**src/rtl/rv_ctrl_pkg.sv**
```systemverilog
// Opcodes, control-code values and pipeline control-word types shared by the RV32I control unit.
package rv_ctrl_pkg;

  localparam logic [6:0] OPC_LOAD   = 7'b0000011;
  localparam logic [6:0] OPC_STORE  = 7'b0100011;
  localparam logic [6:0] OPC_BRANCH = 7'b1100011;
  localparam logic [6:0] OPC_JALR   = 7'b1100111;
  localparam logic [6:0] OPC_JAL    = 7'b1101111;
  localparam logic [6:0] OPC_OPIMM  = 7'b0010011;
  localparam logic [6:0] OPC_OP     = 7'b0110011;
  localparam logic [6:0] OPC_LUI    = 7'b0110111;
  localparam logic [6:0] OPC_AUIPC  = 7'b0010111;
  localparam logic [6:0] OPC_SYSTEM = 7'b1110011;

  localparam logic [4:0] ALU_ADD  = 5'b00000;
  localparam logic [4:0] ALU_SUB  = 5'b00001;
  localparam logic [4:0] ALU_XOR  = 5'b00010;
  localparam logic [4:0] ALU_OR   = 5'b00011;
  localparam logic [4:0] ALU_AND  = 5'b00100;
  localparam logic [4:0] ALU_SLL  = 5'b00101;
  localparam logic [4:0] ALU_SRL  = 5'b00110;
  localparam logic [4:0] ALU_SRA  = 5'b00111;
  localparam logic [4:0] ALU_SLT  = 5'b01000;
  localparam logic [4:0] ALU_SLTU = 5'b01001;

  localparam logic [2:0] BR_NONE = 3'b000;
  localparam logic [2:0] BR_BEQ  = 3'b001;
  localparam logic [2:0] BR_BNE  = 3'b010;
  localparam logic [2:0] BR_BLT  = 3'b011;
  localparam logic [2:0] BR_BGE  = 3'b100;
  localparam logic [2:0] BR_BLTU = 3'b101;
  localparam logic [2:0] BR_BGEU = 3'b110;

  localparam logic [2:0] IMM_I = 3'b000;
  localparam logic [2:0] IMM_S = 3'b001;
  localparam logic [2:0] IMM_B = 3'b010;
  localparam logic [2:0] IMM_U = 3'b011;
  localparam logic [2:0] IMM_J = 3'b100;

  localparam logic [1:0] RES_ALU = 2'b00;
  localparam logic [1:0] RES_MEM = 2'b01;
  localparam logic [1:0] RES_PC4 = 2'b10;

  typedef struct packed {
    logic       reg_write;
    logic       mem_write;
    logic       alu_src;
    logic       jump;
    logic       jalr;
    logic       illegal;
    logic [1:0] result_src;
    logic [2:0] branch;
    logic [4:0] alu_ctrl;
  } ctrl_t;

  typedef struct packed {
    logic       reg_write;
    logic       mem_write;
    logic [1:0] result_src;
  } ctrl_m_t;

  typedef struct packed {
    logic       reg_write;
    logic [1:0] result_src;
  } ctrl_w_t;

  // RV32I base ALU op for OP/OP-IMM; alt selects SUB/SRA (funct7 bit 5).
  function automatic logic [4:0] alu_base(input logic [2:0] funct3, input logic alt);
    logic [4:0] code;
    case (funct3)
      3'b000:  code = alt ? ALU_SUB : ALU_ADD;
      3'b001:  code = ALU_SLL;
      3'b010:  code = ALU_SLT;
      3'b011:  code = ALU_SLTU;
      3'b100:  code = ALU_XOR;
      3'b101:  code = alt ? ALU_SRA : ALU_SRL;
      3'b110:  code = ALU_OR;
      default: code = ALU_AND;
    endcase
    return code;
  endfunction

  function automatic logic branch_taken(input logic [2:0] br, input logic zero,
                                        input logic lt, input logic ltu);
    logic taken;
    case (br)
      BR_BEQ:  taken = zero;
      BR_BNE:  taken = ~zero;
      BR_BLT:  taken = lt;
      BR_BGE:  taken = ~lt;
      BR_BLTU: taken = ltu;
      BR_BGEU: taken = ~ltu;
      default: taken = 1'b0;
    endcase
    return taken;
  endfunction

endpackage

```
**src/rtl/control_decode.sv**
```systemverilog
// Combinational D-stage decoder: instruction word to control word, immediate select and illegal flag.
module control_decode
  import rv_ctrl_pkg::*;
#(
  parameter int M_EXT = 0
) (
  input  logic [31:0] instr_i,
  output ctrl_t       ctrl_o,
  output logic [2:0]  imm_src_o
);

  logic [6:0] opcode;
  logic [2:0] funct3;
  logic [6:0] funct7;
  logic       illegal;
  ctrl_t      dec;
  logic       unused_fields;

  assign opcode        = instr_i[6:0];
  assign funct3        = instr_i[14:12];
  assign funct7        = instr_i[31:25];
  assign unused_fields = ^{instr_i[24:15], instr_i[11:7]};

  always_comb begin
    dec       = '0;
    imm_src_o = IMM_I;
    illegal   = 1'b0;
    case (opcode)
      OPC_LOAD: begin
        dec.reg_write  = 1'b1;
        dec.alu_src    = 1'b1;
        dec.result_src = RES_MEM;
      end
      OPC_STORE: begin
        dec.mem_write = 1'b1;
        dec.alu_src   = 1'b1;
        imm_src_o     = IMM_S;
      end
      OPC_BRANCH: begin
        imm_src_o    = IMM_B;
        dec.alu_ctrl = ALU_SUB;
        case (funct3)
          3'b000:  dec.branch = BR_BEQ;
          3'b001:  dec.branch = BR_BNE;
          3'b100:  dec.branch = BR_BLT;
          3'b101:  dec.branch = BR_BGE;
          3'b110:  dec.branch = BR_BLTU;
          3'b111:  dec.branch = BR_BGEU;
          default: dec.branch = BR_NONE;
        endcase
      end
      OPC_JAL: begin
        dec.reg_write  = 1'b1;
        dec.jump       = 1'b1;
        dec.result_src = RES_PC4;
        imm_src_o      = IMM_J;
      end
      OPC_JALR: begin
        dec.reg_write  = 1'b1;
        dec.jump       = 1'b1;
        dec.jalr       = 1'b1;
        dec.alu_src    = 1'b1;
        dec.result_src = RES_PC4;
      end
      OPC_LUI, OPC_AUIPC: begin
        dec.reg_write = 1'b1;
        dec.alu_src   = 1'b1;
        imm_src_o     = IMM_U;
      end
      OPC_OPIMM: begin
        dec.reg_write = 1'b1;
        dec.alu_src   = 1'b1;
        // Only the shift forms carry a funct7 field; the rest use those bits as immediate.
        if (funct3 == 3'b001 || funct3 == 3'b101) begin
          if (funct7 != 7'b0000000 && funct7 != 7'b0100000) illegal = 1'b1;
          dec.alu_ctrl = alu_base(funct3, (funct3 == 3'b101) && funct7[5]);
        end else begin
          dec.alu_ctrl = alu_base(funct3, 1'b0);
        end
      end
      OPC_OP: begin
        dec.reg_write = 1'b1;
        case (funct7)
          7'b0000000: dec.alu_ctrl = alu_base(funct3, 1'b0);
          7'b0100000: begin
            if (funct3 == 3'b000 || funct3 == 3'b101) dec.alu_ctrl = alu_base(funct3, 1'b1);
            else illegal = 1'b1;
          end
          7'b0000001: begin
            if (M_EXT != 0) dec.alu_ctrl = {2'b10, funct3};
            else illegal = 1'b1;
          end
          default: illegal = 1'b1;
        endcase
      end
      OPC_SYSTEM: dec = '0;
      default:    illegal = 1'b1;
    endcase
    if (illegal) begin
      dec         = '0;
      dec.illegal = 1'b1;
    end
  end

  assign ctrl_o = dec;

endmodule

```
**src/rtl/pipelined_control_unit.sv**
```systemverilog
// Decodes the IF/ID instruction and carries its control word through the E, M and W registers.
// E/M/W controls follow D by 1/2/3 cycles; PCSrcE resolves combinationally from E and the ALU flags.
module pipelined_control_unit
  import rv_ctrl_pkg::*;
#(
  parameter  int M_EXT  = 0,
  localparam int ALUC_W = (M_EXT != 0) ? 5 : 4
) (
  input  logic              clk,
  input  logic              rst,
  input  logic [31:0]       InstrD,
  input  logic              StallE,
  input  logic              FlushE,
  input  logic              ZeroE,
  input  logic              LtE,
  input  logic              LtuE,
  output logic [2:0]        ImmSrcD,
  output logic              RegWriteE,
  output logic              MemWriteE,
  output logic              ALUSrcE,
  output logic              JumpE,
  output logic              JalrE,
  output logic              IllegalE,
  output logic [1:0]        ResultSrcE,
  output logic [2:0]        BranchE,
  output logic [ALUC_W-1:0] ALUControlE,
  output logic              PCSrcE,
  output logic              RegWriteM,
  output logic              MemWriteM,
  output logic              RegWriteW,
  output logic [1:0]        ResultSrcM,
  output logic [1:0]        ResultSrcW
);

  ctrl_t   ctrl_d;
  ctrl_t   ctrl_e_d, ctrl_e_q;
  ctrl_m_t ctrl_m_d, ctrl_m_q;
  ctrl_w_t ctrl_w_d, ctrl_w_q;
  logic    e_hold;
  logic    unused_alu_msb;

  control_decode #(.M_EXT(M_EXT)) u_decode (
    .instr_i   (InstrD),
    .ctrl_o    (ctrl_d),
    .imm_src_o (ImmSrcD)
  );

  assign e_hold = StallE & ~FlushE;

  always_comb begin
    ctrl_e_d = ctrl_e_q;
    if (FlushE) ctrl_e_d = '0;
    else if (!StallE) ctrl_e_d = ctrl_d;
  end

  // A held E word must reach M only once, so M takes a bubble while E is holding.
  always_comb begin
    ctrl_m_d = '0;
    if (!e_hold) begin
      ctrl_m_d.reg_write  = ctrl_e_q.reg_write;
      ctrl_m_d.mem_write  = ctrl_e_q.mem_write;
      ctrl_m_d.result_src = ctrl_e_q.result_src;
    end
  end

  always_comb begin
    ctrl_w_d.reg_write  = ctrl_m_q.reg_write;
    ctrl_w_d.result_src = ctrl_m_q.result_src;
  end

  always_ff @(posedge clk or negedge rst) begin
    if (!rst) begin
      ctrl_e_q <= '0;
      ctrl_m_q <= '0;
      ctrl_w_q <= '0;
    end else begin
      ctrl_e_q <= ctrl_e_d;
      ctrl_m_q <= ctrl_m_d;
      ctrl_w_q <= ctrl_w_d;
    end
  end

  assign RegWriteE      = ctrl_e_q.reg_write;
  assign MemWriteE      = ctrl_e_q.mem_write;
  assign ALUSrcE        = ctrl_e_q.alu_src;
  assign JumpE          = ctrl_e_q.jump;
  assign JalrE          = ctrl_e_q.jalr;
  assign IllegalE       = ctrl_e_q.illegal;
  assign ResultSrcE     = ctrl_e_q.result_src;
  assign BranchE        = ctrl_e_q.branch;
  assign ALUControlE    = ctrl_e_q.alu_ctrl[ALUC_W-1:0];
  assign unused_alu_msb = ctrl_e_q.alu_ctrl[4];

  assign PCSrcE = ctrl_e_q.jump | branch_taken(ctrl_e_q.branch, ZeroE, LtE, LtuE);

  assign RegWriteM  = ctrl_m_q.reg_write;
  assign MemWriteM  = ctrl_m_q.mem_write;
  assign ResultSrcM = ctrl_m_q.result_src;
  assign RegWriteW  = ctrl_w_q.reg_write;
  assign ResultSrcW = ctrl_w_q.result_src;

endmodule

```
**config.mk**
```make
export PLATFORM = sky130hd
export DESIGN_NAME = pipelined_control_unit
export DESIGN_NICKNAME = d
export VERILOG_FILES = /design/src/rtl/rv_ctrl_pkg.sv /design/src/rtl/control_decode.sv /design/src/rtl/pipelined_control_unit.sv
export SDC_FILE = /design/constraint.sdc
export NUM_CORES = 1
export LEC_CHECK = 0
export ABC_AREA = 1
export BUFFER_PORTS_ARGS = -buffer_cell sky130_fd_sc_hd__buf_2
export CORE_ASPECT_RATIO = 2
export CORE_MARGIN = 2
export CORE_UTILIZATION = 41
export DETAILED_ROUTE_END_ITERATION = 16
export GPL_ROUTABILITY_DRIVEN = 0
export MAX_ROUTING_LAYER = met4
export PLACE_DENSITY = 0.75
export SLEW_MARGIN = 10
export SYNTH_ARGS = -nofsm -noshare
export SYNTH_HDL_FRONTEND = slang
export SYNTH_SLANG_ARGS = --single-unit
```
**constraint.sdc**
```tcl
create_clock -name clk -period 1.05 [get_ports clk]
set_clock_uncertainty 0.1 [all_clocks]
set_input_delay 0.2625 -clock clk [delete_from_list [all_inputs] [get_ports clk]]
set_output_delay 0.2625 -clock clk [all_outputs]
set_load 0.005 [all_outputs]
```
==> results.cfg, run 1 <==
[final_layout]
area_growth_pct = 77.0
drive_above_1_share = 0.542
diodes = 0
nNetsFinal = 328

[sta]
fin_crit_sh = 1.47
fmax_mhz = 646
rsz0062_at_grt = true
finalMaxSlewViolations = 0
finalCriticalPeriod_ps = 1550
final_hold_viol_count = 0
slew_headroom = 0.688
setup_viol = 34
setup_tns_ps = -4430
worst_slack_ps = -497
tightest_slew_ps = 469

[yosys]
synth_enable_flop_cells = 0
synth.cells.most_frequent = 55 x nand2_1, 29 x nor2_1, 27 x inv_1
synth_area_leaders = dfrtp_1 42%, nand2_1 16%, nor2_1 8.2%
synth_most_common_cell = nand2_1
ys_warn_count = 0
synth-main-ff-cell = dfrtp_1
synth-seq-cells = 22
ys_types = 22
yosysSeqAreaShare = 0.415
netlist_area_mm2 = 0.00133
avgSynthCellArea_um2 = 6.84
synth_top_cell_area_share = 0.415
async_reset_ff_frac = 1.00
syn-instance-count = 194
synth_area_leader_cell = dfrtp_1
syn_nets = 233

[pwr]
switching_share = 0.246
ir_drop_mv = 0.449
p_leak_nw = 1.28
internal_power_mw = 1.53
p_sw_uw = 499
pwr-share-clk = 0.390
power.combinational.fraction = 0.190
power_frac_seq = 0.421
power.density_mw_per_mm2 = 866

[grt]
grt_use_total = 0.223
grt_antenna_before_repair = 0
grt_first_pass_wirelength_mm = 6.20
grt-ovfl-total = 0
grt_max_degree = 23
grt_pass1_vias = 1532

[worst_hold_path]
min_path_cells = 2
hold_path.class = in2reg
hp-start = StallE
min_to = JalrE$_DFFE_PN0N_

[die]
io_pins = 65
die_y_um = 84.4
fp.coreArea_mm2 = 0.00312
rows = 29
die_w_um = 44.2
floorplan.initialDensity = 0.425
dieArea_mm2 = 0.00373

[critical_path]
crit_type = reg2out
worstSetupEndpointType = output pin
slowest_delay_ps = 440
r2r_end = BranchE[0]$_DFFE_PN0N_
required_ps = 690
reg2reg_setup_slack_ps = 130
path_depth = 5
path_cells = nor2_1 -> nand2_1 -> o2111ai_1 -> nand2_1 -> buf_2
critPathLaunchType = flop
critPathArrivalTime_ps = 1180
cp_top_family = flip-flops
rr_worst_depth = 3
cp_common_cell = nand2_1
cp_max_fo = 5
cp_slowest_cell = dfrtp_2
timing.rr.start = BranchE[0]$_DFFE_PN0N_
path_buf_inv = 1
crit_start = BranchE[0]$_DFFE_PN0N_

[route]
drc = 0
ant_nets = 0
vias = 1633
detail_route.wl_per_cell_um = 13.0
drt_iter0_markers = 50
firstDrtPassIters = 4
finalWirelength_mm = 4.15
viasPerCell = 5.12

[placement]
dp_slack_ps = -359
portBuffers = 49
dp_hpwl_mm = 2.67

[cts]
clk_transition_reported_paths_ps = 80
clockBufferDepth = 2
clkSinkCount = 22
htreeDepth = 1
root_buffer = clkbuf_8
numCtsBuffers = 3
clock_latency_ps = 270
cts_tree = built

[flow_run]
maxCapViolCount = 0

[status]
status = complete, but fails checks
violations = setup timing
[repair_timing]
action,CTS,global route
gates resized for setup,47,29
hold buffers,1,0
buffers inserted,17,7
pin swaps,16,16
endpoints found under the hold margin,22,0
setup endpoints to repair,33,40
[routing by layer]
metal,global-route usage,part of all wire,vias to the layer above
met5,-,0,-
met4,0.138,0.045,0
met3,0.0172,0.035,20
met2,0.396,0.57,56
met1,0.219,0.35,758
li1,-,-,799
[power groups by stage]
stage          logic (mW)  clock network, mW  registers, mW
3_3_place_gp        0.273                  0          0.872
4_1_cts             0.341              0.791          0.855
3_5_place_dp        0.276                  0          0.872
5_1_grt             0.419              0.823          0.856
6_report            0.386              0.792          0.855
2_1_floorplan       0.123                  0          0.873
[stage by stage]
step                      hold WS [ps]  std cells  utilization  power (mW)  area, um^2
after floorplan                   -133        194            -       0.997        1400
after global placement             140        292        0.583        1.14        1820
after detailed placement           145        292        0.583        1.15        1820
after CTS                          129        314        0.701        1.99        2190
after global routing               135        319        0.752        2.10        2350
final                              130        319        0.752        2.03        2350
[layout make-up]
class / count / area (um^2)
multi-input combinational: 137 / 881
fill: 232 / 773
timing repair buffer: 92 / 666
sequential: 22 / 552
inverter: 33 / 139
clock buffer: 3 / 41.3
tap: 31 / 38.8
clock inverter: 1 / 30.0
[sequential cells by signal, summed over array words and instances (netlist names), 2 cells and up]
name	flops
ALUControlE	4
BranchE	3
ResultSrcE	2
ResultSrcM	2
ResultSrcW	2
[logic make-up after synthesis]
kind of cell / share of synthesized area
buffers and inverters: 0.100
AO/OA/AOI/OAI: 0.104
flip-flops: 0.415
AND/OR/NAND/NOR: 0.381
[cell usage in the layout, fill, tap and decap left out, drive strengths merged, types with 4 or more instances in the layout]
master and n:
a21oi 4, buf 91, dfrtp 22, inv 33, nand2 58, nand3 16
nor2 37, o21ai 9
[worst reg2reg max path: stages (launching register included)]
cell and delay, ps:
dfrtp_2 440, buf_6 130, nand2_1 70, o41ai_2 60
[worst max-delay path by stage]
stage	slack (ps)	endpoint
2_1_floorplan	-120	IllegalE$_DFFE_PN0N_
4_1_cts	-520	PCSrcE
6_report	-500	PCSrcE
3_3_place_gp	-340	ALUControlE[2]$_DFFE_PN0N_
5_1_grt	-600	PCSrcE
3_5_place_dp	-360	ALUControlE[2]$_DFFE_PN0N_
Power figures use the tool's default switching activity.
==> run 2: changes to the inputs <==
- REMOVE_ABC_BUFFERS: unset -> 1
- SKIP_CTS_REPAIR_TIMING: unset -> 1
==> results.cfg, run 2 (synthesis gave the netlist of run 1 again) <==
[status]
status = complete, but fails checks
violations = hold timing, setup timing

[sta]
fmax_mhz = 640
finalMaxSlewViolations = 0
setup_viol = 33
finalCriticalPeriod_ps = 1560
whs_ps = -150
tightest_slew_ps = 474
rsz0062_at_grt = true
final_hold_viol_count = 22
setup_tns_ps = -4380
worst_slack_ps = -513
slew_headroom = 0.684
fin_crit_sh = 1.49

[route]
vias = 1588
firstDrtPassIters = 6
detail_route.wl_per_cell_um = 11.8
finalWirelength_mm = 3.82
drc = 0
viasPerCell = 4.89
ant_nets = 0
drt_iter0_markers = 11

[grt]
grt_pass1_vias = 1368
grt_max_degree = 23
grt_antenna_before_repair = 0
grt_first_pass_wirelength_mm = 5.43
grt-ovfl-total = 0
grt_use_total = 0.193

[final_layout]
drive_above_1_share = 0.531
fin_util = 0.725
nNetsFinal = 334
stdcell_count = 325
largest_reg_flops = 4
mostFrequentLayoutCells = 47 x nand2_1, 46 x buf_2, 41 x buf_4
final_area_mm2 = 0.00226
area_growth_pct = 70.7
diodes = 0
mostFrequentLayoutCell = nand2_1

[critical_path]
required_ps = 690
crit_type = reg2out
crit_start = BranchE[1]$_DFFE_PN0N_
endpoint = PCSrcE
reg2reg_setup_slack_ps = 30
rr_worst_depth = 4
r2r_end = BranchE[1]$_DFFE_PN0N_
timing.rr.start = BranchE[1]$_DFFE_PN0N_
critPathLaunchType = flop
cp_max_fo = 4
critPathArrivalTime_ps = 1200
worstSetupEndpointType = output pin

[die]
die_y_um = 84.4
dieArea_mm2 = 0.00373
floorplan.initialDensity = 0.425
die_w_um = 44.2
rows = 29
fp.coreArea_mm2 = 0.00312
io_pins = 65

[pwr]
p_leak_nw = 1.27
finalPower_mw = 1.98
ir_drop_mv = 0.615
power.density_mw_per_mm2 = 875

[cts]
clock_latency_ps = 260
root_buffer = clkbuf_8
clk_transition_reported_paths_ps = 80
clockBufferDepth = 2
htreeDepth = 1
clkSinkCount = 22
cts_tree = built
numCtsBuffers = 3

[flow_run]
maxCapViolCount = 0

[worst_hold_path]
hold_path.class = in2async

[placement]
place_area_mm2 = 0.00184
dp_slack_ps = -483
dp_hpwl_mm = 2.78
placed_cells = 304
portBuffers = 49
## run 2: how the worst min path moves through the flow
stage	from	end	slack, ps	cells after the start
after global placement	rst	BranchE[0]$_DFFE_PN0N_	140	1
after floorplan	rst	ALUControlE[0]$_DFFE_PN0N_	-130	0
after CTS	rst	ResultSrcM[1]$_DFF_PN0_	-140	1
after detailed placement	rst	BranchE[2]$_DFFE_PN0N_	150	1
after global routing	rst	ALUControlE[0]$_DFFE_PN0N_	-110	1
final	rst	ResultSrcM[1]$_DFF_PN0_	-150	1
## run 2: report_power, final
part	internal, mW	total (mW)	switching [mW]
sequential	0.853	0.855	0.00279
combinational	0.161	0.354	0.192
clock	0.509	0.772	0.263
## run 2: layout make-up
class	instances	area, um^2
Inverter	33	126
Multi-Input combinational cell	137	810
Tap cell	31	38.8
Sequential cell	22	552
Timing Repair Buffer	98	666
Clock buffer	3	41.3
Clock inverter	1	30.0
Fill cell	251	857
## run 2: worst max-delay path, stage by stage, from the launching register on
cell and delay, ps:
dfrtp_1 420, inv_2 80, nand2_1 50, o211ai_1 80, o2111ai_1 150, nand2_1 70, buf_2 100
## run 2: routing by layer
metal | vias to the layer above | share of wire | wire, um | track usage
li1 | 814 | - | - | -
met1 | 726 | 0.35 | 1330 | 0.191
met2 | 39 | 0.59 | 2260 | 0.354
met3 | 9 | 0.034 | 130 | 0.00860
met4 | 0 | 0.026 | 100 | 0.0992
met5 | - | 0 | 0 | -
